[config.mk]
export PLATFORM = sky130hd
export DESIGN_NAME = motor_drive_ctrl
export DESIGN_NICKNAME = d
export VERILOG_FILES = /design/src/rtl/motor_pkg.sv /design/src/rtl/motor_drive_ctrl_oc_guard.sv /design/src/rtl/motor_drive_ctrl.sv
export SDC_FILE = /design/constraint.sdc
export NUM_CORES = 1
export LEC_CHECK = 0
export BUFFER_PORTS_ARGS = -buffer_cell sky130_fd_sc_hd__buf_2
export CAP_MARGIN = 20
export CORE_MARGIN = 3
export CORE_UTILIZATION = 38
export CTS_BUF_LIST = sky130_fd_sc_hd__clkbuf_8
export CTS_CLUSTER_DIAMETER = 30
export DETAILED_ROUTE_END_ITERATION = 6
export SLEW_MARGIN = 20
export SYNTH_ARGS = -nofsm -noshare
export SYNTH_HDL_FRONTEND = slang
export SYNTH_HIERARCHICAL = 1
export SYNTH_SLANG_ARGS = --single-unit
export TNS_END_PERCENT = 50
[constraint.sdc]
create_clock -name clk -period 2.91 [get_ports clk]
set_input_delay 0.4365 -clock clk [delete_from_list [all_inputs] [get_ports clk]]
set_output_delay 0.4365 -clock clk [all_outputs]
set_load 0.02 [all_outputs]
[src/rtl/motor_pkg.sv]
// motor_pkg: shared types and helpers for the motor drive controller.
//   dir_state_t : direction FSM encoding (also exported on the display port)
//   HB_*        : H-bridge input pair codes, bit0 = IN_A, bit1 = IN_B
//   decode_req  : switch pair -> requested direction (both set means IDLE)
//   hb_pair     : FSM state -> H-bridge pair (coast outside FWD/REV)
package motor_pkg;

   typedef enum logic [1:0] {
      IDLE = 2'd0,
      FWD  = 2'd1,
      REV  = 2'd2,
      DEAD = 2'd3
   } dir_state_t;

   localparam logic [1:0] HB_OFF = 2'b00;
   localparam logic [1:0] HB_FWD = 2'b01;
   localparam logic [1:0] HB_REV = 2'b10;

   function automatic dir_state_t decode_req(input logic fwd, input logic rev);
      dir_state_t r;
      if (fwd && !rev) begin
         r = FWD;
      end else if (rev && !fwd) begin
         r = REV;
      end else begin
         r = IDLE;
      end
      return r;
   endfunction

   function automatic logic [1:0] hb_pair(input dir_state_t s);
      logic [1:0] r;
      case (s)
         FWD:     r = HB_FWD;
         REV:     r = HB_REV;
         default: r = HB_OFF;
      endcase
      return r;
   endfunction

endpackage

[src/rtl/motor_drive_ctrl_oc_guard.sv]
// oc_guard: per-channel over-current lockout.
//   clk, rst_n      : clock, asynchronous active-low reset
//   oc_i            : raw comparator output (asynchronous), 1 = over current
//   active_i        : FSM is driving the bridge (FWD or REV)
//   period_start_i  : PWM period counter is at 0
//   clear_i         : drop all lockout state immediately (primary enable low)
//   fault_o         : registered lockout flag
//   blocked_o       : channel must not be enabled this cycle
module oc_guard
   import motor_pkg::*;
#(
   parameter int SYNC_STAGES = 2,
   parameter int OC_HOLD     = 1000
) (
   input  logic clk,
   input  logic rst_n,
   input  logic oc_i,
   input  logic active_i,
   input  logic period_start_i,
   input  logic clear_i,
   output logic fault_o,
   output logic blocked_o
);

   localparam int            TW     = $clog2(OC_HOLD + 1);
   localparam logic [TW-1:0] HOLD_C = TW'(OC_HOLD);

   logic [SYNC_STAGES-1:0] sync_q;
   logic                   fault_q, fault_d;
   logic                   lock_q, lock_d;
   logic [TW-1:0]          tmr_q, tmr_d;
   logic                   oc_s;
   logic                   trip_s;

   // Synchroniser chain plus lockout state registers.
   always_ff @(posedge clk or negedge rst_n) begin
      if (!rst_n) begin
         sync_q  <= '0;
         fault_q <= 1'b0;
         lock_q  <= 1'b0;
         tmr_q   <= '0;
      end else begin
         sync_q[0] <= oc_i;
         for (int k = 1; k < SYNC_STAGES; k++) begin
            sync_q[k] <= sync_q[k-1];
         end
         fault_q <= fault_d;
         lock_q  <= lock_d;
         tmr_q   <= tmr_d;
      end
   end

   // Trip / hold-timer / re-arm logic. lock_q outlives fault_q so the channel
   // only comes back on a period boundary and never mid-period.
   always_comb begin
      oc_s    = sync_q[SYNC_STAGES-1];
      trip_s  = active_i & oc_s & ~fault_q & ~clear_i;
      fault_d = fault_q;
      lock_d  = lock_q;
      tmr_d   = tmr_q;
      if (clear_i) begin
         fault_d = 1'b0;
         lock_d  = 1'b0;
         tmr_d   = '0;
      end else if (trip_s) begin
         fault_d = 1'b1;
         lock_d  = 1'b1;
         tmr_d   = HOLD_C;
      end else if (fault_q) begin
         if (oc_s) begin
            tmr_d = HOLD_C;
         end else begin
            tmr_d   = tmr_q - TW'(1);
            fault_d = (tmr_q != TW'(1));
         end
      end else if (period_start_i) begin
         lock_d = 1'b0;
      end else begin
         lock_d = lock_q;
      end
      blocked_o = trip_s | fault_q | (lock_q & ~period_start_i);
   end

   assign fault_o = fault_q;

endmodule

[src/rtl/motor_drive_ctrl.sv]
// motor_drive_ctrl: PWM generation, direction FSM with dead time and per-channel
// over-current lockout for an N_CH H-bridge motor drive.
//   clk, rst_n        : clock, asynchronous active-low reset
//   enable            : primary enable switch
//   dir_fwd, dir_rev  : direction request switches
//   duty_code         : duty in steps of 1/DUTY_STEPS (values above saturate)
//   oc[N_CH]          : comparator outputs, 1 = over current
//   pwm_en[N_CH]      : H-bridge enable per channel (registered)
//   hb_in[2*N_CH]     : IN_A/IN_B per channel, bit 2i = IN_A (registered)
//   fault[N_CH]       : channel locked out
//   dir_state         : FSM state for the display (0 IDLE, 1 FWD, 2 REV, 3 DEAD)
module motor_drive_ctrl
   import motor_pkg::*;
#(
   parameter int N_CH        = 2,
   parameter int CNT_W       = 10,
   parameter int PERIOD      = 1000,
   parameter int DUTY_W      = 3,
   parameter int DUTY_STEPS  = 4,
   parameter int DEAD_CYC    = 50,
   parameter int OC_HOLD     = 1000,
   parameter int SYNC_STAGES = 2
) (
   input  logic                clk,
   input  logic                rst_n,
   input  logic                enable,
   input  logic                dir_fwd,
   input  logic                dir_rev,
   input  logic [DUTY_W-1:0]   duty_code,
   input  logic [N_CH-1:0]     oc,
   output logic [N_CH-1:0]     pwm_en,
   output logic [2*N_CH-1:0]   hb_in,
   output logic [N_CH-1:0]     fault,
   output logic [1:0]          dir_state
);

   localparam int                SW        = DUTY_W + 3;
   localparam int                PW        = CNT_W + DUTY_W;
   localparam int                CW        = CNT_W + 1;
   localparam int                DW        = (DEAD_CYC > 1) ? $clog2(DEAD_CYC) : 1;
   localparam logic [CNT_W-1:0]  CNT_LAST  = CNT_W'(PERIOD - 1);
   localparam logic [DUTY_W-1:0] STEPS_C   = DUTY_W'(DUTY_STEPS);
   localparam logic [DW-1:0]     DEAD_LOAD = DW'(DEAD_CYC - 1);

   logic [SW-1:0]       sync_q [SYNC_STAGES];
   logic                en_s, fwd_s, rev_s;
   logic [DUTY_W-1:0]   duty_s, duty_clip_s;
   logic [PW-1:0]       prod_s;
   logic [CW-1:0]       cmp_q, cmp_eff_s;
   logic [CNT_W-1:0]    cnt_q;
   logic                period_start_s, pwm_raw_s, active_s;
   dir_state_t          state_q, state_d, req_s;
   logic [DW-1:0]       dead_q, dead_d;
   logic [N_CH-1:0]     fault_s, blocked_s;
   logic [N_CH-1:0]     pwm_en_q, pwm_en_d;
   logic [2*N_CH-1:0]   hb_q, hb_d;

   // Switch synchronisers and period counter / duty latch.
   always_ff @(posedge clk or negedge rst_n) begin
      if (!rst_n) begin
         for (int k = 0; k < SYNC_STAGES; k++) begin
            sync_q[k] <= '0;
         end
         cnt_q <= '0;
         cmp_q <= '0;
      end else begin
         sync_q[0] <= {enable, dir_fwd, dir_rev, duty_code};
         for (int k = 1; k < SYNC_STAGES; k++) begin
            sync_q[k] <= sync_q[k-1];
         end
         cnt_q <= (cnt_q == CNT_LAST) ? '0 : cnt_q + CNT_W'(1);
         cmp_q <= cmp_eff_s;
      end
   end

   // The new compare value is used during the count==0 cycle itself, so a
   // period is always produced entirely from one duty value.
   always_comb begin
      {en_s, fwd_s, rev_s, duty_s} = sync_q[SYNC_STAGES-1];
      period_start_s = (cnt_q == '0);
      duty_clip_s    = (duty_s > STEPS_C) ? STEPS_C : duty_s;
      prod_s         = PW'(duty_clip_s) * PW'(PERIOD);
      if (period_start_s) begin
         cmp_eff_s = CW'(prod_s / PW'(DUTY_STEPS));
      end else begin
         cmp_eff_s = cmp_q;
      end
      pwm_raw_s = ({1'b0, cnt_q} < cmp_eff_s);
   end

   // Direction FSM and output registers.
   always_ff @(posedge clk or negedge rst_n) begin
      if (!rst_n) begin
         state_q  <= IDLE;
         dead_q   <= '0;
         pwm_en_q <= '0;
         hb_q     <= '0;
      end else begin
         state_q  <= state_d;
         dead_q   <= dead_d;
         pwm_en_q <= pwm_en_d;
         hb_q     <= hb_d;
      end
   end

   // Next-state and pin values; IDLE is always visited for one cycle after DEAD.
   always_comb begin
      state_d  = state_q;
      dead_d   = dead_q;
      req_s    = decode_req(fwd_s, rev_s);
      active_s = (state_q == FWD) || (state_q == REV);
      case (state_q)
         IDLE: begin
            if (en_s && (req_s != IDLE)) begin
               state_d = req_s;
            end else begin
               state_d = IDLE;
            end
         end
         FWD, REV: begin
            if (!en_s || (req_s != state_q)) begin
               state_d = DEAD;
               dead_d  = DEAD_LOAD;
            end else begin
               state_d = state_q;
            end
         end
         DEAD: begin
            if (dead_q == '0) begin
               state_d = IDLE;
            end else begin
               dead_d = dead_q - DW'(1);
            end
         end
         default: state_d = IDLE;
      endcase
      if (active_s && pwm_raw_s) begin
         pwm_en_d = ~blocked_s;
      end else begin
         pwm_en_d = '0;
      end
      hb_d = {N_CH{hb_pair(state_q)}};
   end

   for (genvar i = 0; i < N_CH; i++) begin : g_guard
      oc_guard #(
         .SYNC_STAGES (SYNC_STAGES),
         .OC_HOLD     (OC_HOLD)
      ) u_guard (
         .clk            (clk),
         .rst_n          (rst_n),
         .oc_i           (oc[i]),
         .active_i       (active_s),
         .period_start_i (period_start_s),
         .clear_i        (~en_s),
         .fault_o        (fault_s[i]),
         .blocked_o      (blocked_s[i])
      );
   end

   assign pwm_en    = pwm_en_q;
   assign hb_in     = hb_q;
   assign fault     = fault_s;
   assign dir_state = state_q;

endmodule

Yosys cells after proc, flatten, opt, wreduce, memory -nomap -nowiden
Index checks and enable logic that the tools add are counted.
{"block": "totals", "ff_bits": 75, "output_inout_bits": 10, "in_bits": 10, "wordCells": 111}
{"block": "op_classes", "bitwise_logic": 16, "n_lt_le_gt_ge": 2, "reduce_logical": 19, "multipliers": 1, "addsub": 4, "n_eq_ne": 16, "n_mux": 37}
{"op": "$mux 10", "n": 9}
{"op": "$ne 10x1->1 const B", "n": 2}
{"op": "$sub 10x1->10 const B", "n": 2}
{"op": "$mux 1", "n": 15}
{"op": "$mux 2", "n": 6}
{"op": "$mux 6", "n": 2}
{"op": "$ne 3x1->1 const B", "n": 4}
{"op": "$pmux 6 s2", "n": 1}
{"op": "$lt 10x11->1", "n": 1}
{"op": "$mux 11", "n": 1}
{"op": "$add 10x1->10 const B", "n": 1}
{"op": "$eq 10x10->1 const B", "n": 1}
{"op": "$logic_not 10->1", "n": 1}
{"op": "$mul 3x7->10 const B", "n": 1}
{"op": "$and 1x1->1", "n": 8}
{"op": "$logic_not 6->1", "n": 1}
{"op": "$ne 2x2->1 const B", "n": 3}
{"op": "$ne 3x3->1 const B", "n": 2}
{"op": "$pmux 2 s3", "n": 1}
{"op": "$reduce_and 2->1", "n": 3}
{"op": "$sub 6x1->6 const B", "n": 1}
{"op": "$eq 2x2->1 const B", "n": 2}
{"op": "$logic_and 1x1->1", "n": 4}
{"op": "$or 1x1->1", "n": 4}
{"op": "13 further kinds", "n": 19}

Depth between registers and ports, before layout
{"block": "logic_depth", "depth_word": 9, "depth_mapped": 15, "depth_no_buf": 15}

By module
Netlist, hierarchy kept.
{"mod": "motor_drive_ctrl", "instances": 1, "cells_each": 233, "area_per_inst_um2": 2421.1, "seq_area_each_um2": 1126.1}
{"mod": "oc_guard", "instances": 2, "cells_each": 83, "area_per_inst_um2": 748.2, "seq_area_each_um2": 350.3}

Least setup slack after synthesis
No wires, ideal clock.
{"block": "synth_path", "path_type": "reg2reg", "from": "register cnt_q[4]", "to": "register pwm_en_q[0] (netlist: pwm_en[0])", "setup_slack_ns": -0.298, "period_less_slack_ns": 3.208, "required_ns": 2.805, "setup_time_ns": 0.105, "path_buffers": 1, "t_arrival_ns": 3.103, "path_stages_with_launch": 13, "cell_sequence": "dfrtp_1 > or4_4 > or4_4 > buf_6 > clkinv_8 > mux2_2 > inv_1 > ha_1 > a21o_1 > a21o_1 > a211oi_1 > a21boi_1 > nor4b_1"}
{"block": "synth_via", "elab_cells_between_ends": 9, "cone_classes": "order compare (1); mux (2); bitwise (4); reduce/logical (2)"}
{"item": "from (decl)", "line": "motor_drive_ctrl.sv:50", "text": "logic [CNT_W-1:0] cnt_q;"}
{"item": "from (signal assigned)", "line": "motor_drive_ctrl.sv:71", "text": "cnt_q <= (cnt_q == CNT_LAST) ? '0 : cnt_q + CNT_W'(1);"}
{"item": "$logic_not 10->1", "line": "motor_drive_ctrl.sv:80", "text": "period_start_s = (cnt_q == '0);"}
{"item": "named net period_start_s", "line": "motor_drive_ctrl.sv:51", "text": "logic period_start_s, pwm_raw_s, active_s;"}
{"item": "$mux 11", "line": "motor_drive_ctrl.sv:83", "text": "if (period_start_s) begin"}
{"item": "named net cmp_eff_s[4]", "line": "motor_drive_ctrl.sv:49", "text": "logic [CW-1:0] cmp_q, cmp_eff_s;"}
{"item": "$lt 10x11->1", "line": "motor_drive_ctrl.sv:88", "text": "pwm_raw_s = ({1'b0, cnt_q} < cmp_eff_s);"}
{"item": "$logic_and 1x1->1", "line": "motor_drive_ctrl.sv:137", "text": "if (active_s && pwm_raw_s) begin"}
{"item": "$mux 2", "line": "motor_drive_ctrl.sv:137"}
{"item": "named net pwm_en_d[0]", "line": "motor_drive_ctrl.sv:55", "text": "logic [N_CH-1:0] pwm_en_q, pwm_en_d;"}
{"item": "to (signal assigned)", "line": "motor_drive_ctrl.sv:101", "text": "pwm_en_q <= pwm_en_d;"}
{"item": "to (decl)", "line": "motor_drive_ctrl.sv:55"}
The timed path passes the listed nets, and every way through them passes these cells.
A chain may end at the register's enable or synchronous reset.

Final worst setup path
{"block": "layout_path", "from": "register cnt_q[7]", "to": "register pwm_en_q[0] (netlist: pwm_en[0])"}
Same word-level chain as after synthesis.

==> results.tsv <==
metric	value	unit
global-route wire length before repair	13.6	mm
Setup crit start kind	register	
Remaining Overflow, GRT	0	
number of DRC markers in iteration 0	127	
netlist area before placement	0.00392	mm^2
fraction of registers with async set/reset	100	%
total number of H-tree levels	3	
clock slew at the register clock pins of the worst setup and hold paths	0.08	ns
number of antenna diodes	0	
initial antenna violation count	0	
result of the run	complete, but fails checks	
type of the worst setup path	reg -> reg	
overall die area	0.0116	mm^2
signal arrival time at the worst endpoint	3.32	ns
worst-skew pair later-pin latency	0.34	ns
share of layout cells above drive strength 1	18.0	%
period utilization	106	%
number of port buffers	19	
DR DRC count	0	
PwrDens	734	mW/mm^2
final worst clock skew	0.00869	ns
violations in the final reports	negative setup slack	
Pins Over Slew Limit	0	
crit path capture type	register	
fill cell count	935	
Synth Area per Inst	9.82	um^2
Routed met1 length	3.63	mm
Initial DRT Pass Iterations	4	
critical path's slowest cell	sky130_fd_sc_hd__or4_4	
number of buffers on the longest clock path	2	
worst hold-check path type	in -> reg	
largest net degree at the start of global routing	74	
register area share after synthesis	46.6	%
critical-path cell list	or4_4 -> or4_4 -> clkinv_8 -> mux2_4 -> inv_2 -> ha_4 -> a21o_1 -> a21o_1 -> a211oi_2 -> a21boi_2 -> nor4b_2	
count of warnings emitted by yosys	6	
multi-input gate area in the final layout	0.00193	mm^2
worst reg-to-reg path cell count	11	
non-filler instance count after layout	578	
required time of the critical path	3.16	ns
power consumption	3.36	mW
Final WS setup	-0.165	ns
residual antenna-violating net count after detailed routing	0	
peak supply drop	0.432	mV
WP depth	11	
Final Wtd Congestion	0.778	
clock buffer count from CTS	9	
Most used DFF post-synth	sky130_fd_sc_hd__dfrtp_1	
detailed route wirelength on metal3	228	um
hold depth	1	
vias per inst	5.03	
post-DR wirelength/cell	12.9	um
core region area	0.00991	mm^2
WL final	7.43	mm
number of flops mapped to enable cells by yosys	0	
count of final setup violators	2	
Maximum Capacitance Violations	0	
growth of design area from synthesis to finish	16.9	%
row count	36	
CTS tree	done	
actual slew at the worst max-slew pin	0.907	ns
clock root buffer	sky130_fd_sc_hd__clkbuf_8	
total global routing track utilization	14.5	%
headroom to the max-slew limit	39.5	%
flip-flop and latch count after synthesis	73	
final core utilization	46.2	%
static leakage	2.17	nW
total buffers and inverters traversed by the critical path	2	
sum of negative setup slack	-0.286	ns
kind of cell adding the most delay to the critical path	simple AND/OR/NAND/NOR gates	
# placed instances	562	
unrepaired setup endpoints after global routing	yes	
via count of the first global-routing pass	2911	
number of endpoints with negative hold slack in the final report	0	
area used by sequential logic in the layout	0.00183	mm^2
detailed-route via count	2907	
Chip Height	108	um
worst hold margin	0.196	ns
horizontal die dimension	108	um
highest-count cells in the layout ignoring fill and taps	73 x sky130_fd_sc_hd__dfrtp_1, 46 x sky130_fd_sc_hd__nor2_1, 33 x sky130_fd_sc_hd__inv_1	
effective utilization at floorplan	39.5	%
number of nets in the layout	480	
top routing layer used	met4	
crit path time final	3.08	ns
number of distinct standard cells referenced by the synthesized netlist	52	
number of top-level design ports	20	
Post-DP HPWL	5.19	mm
biggest fanout along the worst timing path	2	
net count of the mapped netlist	439	
clock net sink count	73	
number of cells produced by synthesis	399	
FMAX	325	MHz
slowest cell delay on critical path	0.55	ns
Met2 Routed Length	3.48	mm
most common cell after layout, fill and taps aside	sky130_fd_sc_hd__dfrtp_1	
per-layer routing:
metal  GRT usage (%)  up-vias
met1            19.7     1418
li1                -     1448
met3            3.18        9
met2            22.9       32
met4            4.87        0
met5               0        -
cells by family (layout without fill, tap and decap cells):
| family | count (synthesis) | in the layout | synth area share, % |
|---|---|---|---|
| and+or+nand+nor | 140 | 140 | 18.3 |
| AOI/OAI and AO/OA | 82 | 82 | 13.4 |
| DFF | 73 | 73 | 46.6 |
| buffers and inverters | 47 | 93 | 5.33 |
| adders and majority gates | 30 | 30 | 9.97 |
| xor gates and xnor gates | 15 | 15 | 3.35 |
| muxes | 11 | 11 | 2.91 |
| other | 1 | 1 | 0.0957 |
final cells by class:
type	count	area share, %
clock buffer	12	3.61
clock inverter	4	1.61
inverter	35	3.14
multi-input combinational	279	42.1
sequential	73	39.9
tap	133	3.63
timing repair buffer	42	5.98
worst register-to-register path, delay by kind of cell (launching register included):
family          cells  cell delay [ns]
simple gates        3             1.33
compound gates      4             0.61
flops               1             0.39
mux                 1             0.30
fa+ha+maj           1             0.20
buf+inv             2             0.14
metrics by stage:
step                      cell area (um^2)  setup slack (ns)
after floorplan                       3940            -0.140
after global placement                4310            -0.124
after detailed placement              4310            -0.214
after CTS                             4570            -0.166
after global routing                  4580            -0.282
final                                 4580            -0.165
where the power goes:
group          switching [mW]  leakage (nW)  internal, mW
Sequential              0.164         0.940          1.15
Clock                   0.379         0.123         0.553
Combinational           0.644          1.11         0.467
state kept, by name, summed over array words and instances (netlist names), 2 cells and up:
| name | count |
|---|---|
| g_guard.u_guard/fault_o | 2 |
| hb_in | 2 |
| cmp_q | 11 |
| g_guard.u_guard/sync_q | 4 |
| pwm_en | 2 |
| dir_state | 2 |
| sync_q | 6 |
| cnt_q | 10 |
| duty_s | 3 |
| g_guard.u_guard/tmr_q | 20 |
| dead_q | 6 |
| g_guard.u_guard/lock_q | 2 |
final timing paths:
kind,slack [ns],start,endpoint
max,-0.17,cnt_q[7]$_DFF_PN0_,pwm_en[0]$_DFF_PN0_
min,0.20,dir_rev,sync_q[9]$_DFF_PN0_
max reg2reg,-0.17,cnt_q[7]$_DFF_PN0_,pwm_en[0]$_DFF_PN0_
min reg2reg,0.35,sync_q[11]$_DFF_PN0_,en_s$_DFF_PN0_
max in group asynchronous,2.10,rst_n,g_guard[0].u_guard/tmr_q[0]$_DFFE_PN0P_
min in group asynchronous,0.23,rst_n,cmp_q[9]$_DFF_PN0_
synthesized netlist by cell type, drive strengths merged, types with 2 or more instances:
cell | count | area share (%)
or3 | 4 | 0.64
fa | 2 | 1.0
o21ai | 15 | 1.9
nand4b | 3 | 0.67
nor3b | 2 | 0.38
inv | 34 | 3.3
o31ai | 2 | 0.38
nor2b | 4 | 0.64
or2 | 4 | 0.64
buf | 7 | 1.2
nor2 | 46 | 4.4
nand2b | 8 | 1.3
mux2i | 8 | 2.0
ha | 28 | 8.9
a21oi | 30 | 3.8
nor4 | 2 | 0.32
nor3 | 6 | 1.3
or4 | 2 | 0.57
mux2 | 3 | 0.86
nand2 | 31 | 3.0
nand3 | 16 | 2.0
a21boi | 2 | 0.38
xnor2 | 9 | 2.0
nand3b | 4 | 0.77
a21o | 6 | 1.1
clkbuf | 5 | 0.48
dfrtp | 73 | 47
xor2 | 6 | 1.3
nor4b | 2 | 0.45
a22oi | 2 | 0.38
a2111oi | 3 | 0.73
o21a | 4 | 0.77
a211oi | 10 | 2.0
a311oi | 5 | 1.1
repair_timing:
item | in CTS | in global routing
buffers inserted | 0 | 0
hold buffers | 0 | 0
resized for setup | 4 | 5
setup endpoints to repair | 2 | 2
pin swaps | 1 | 0
Note: power is estimated with default switching activity, not from simulation.
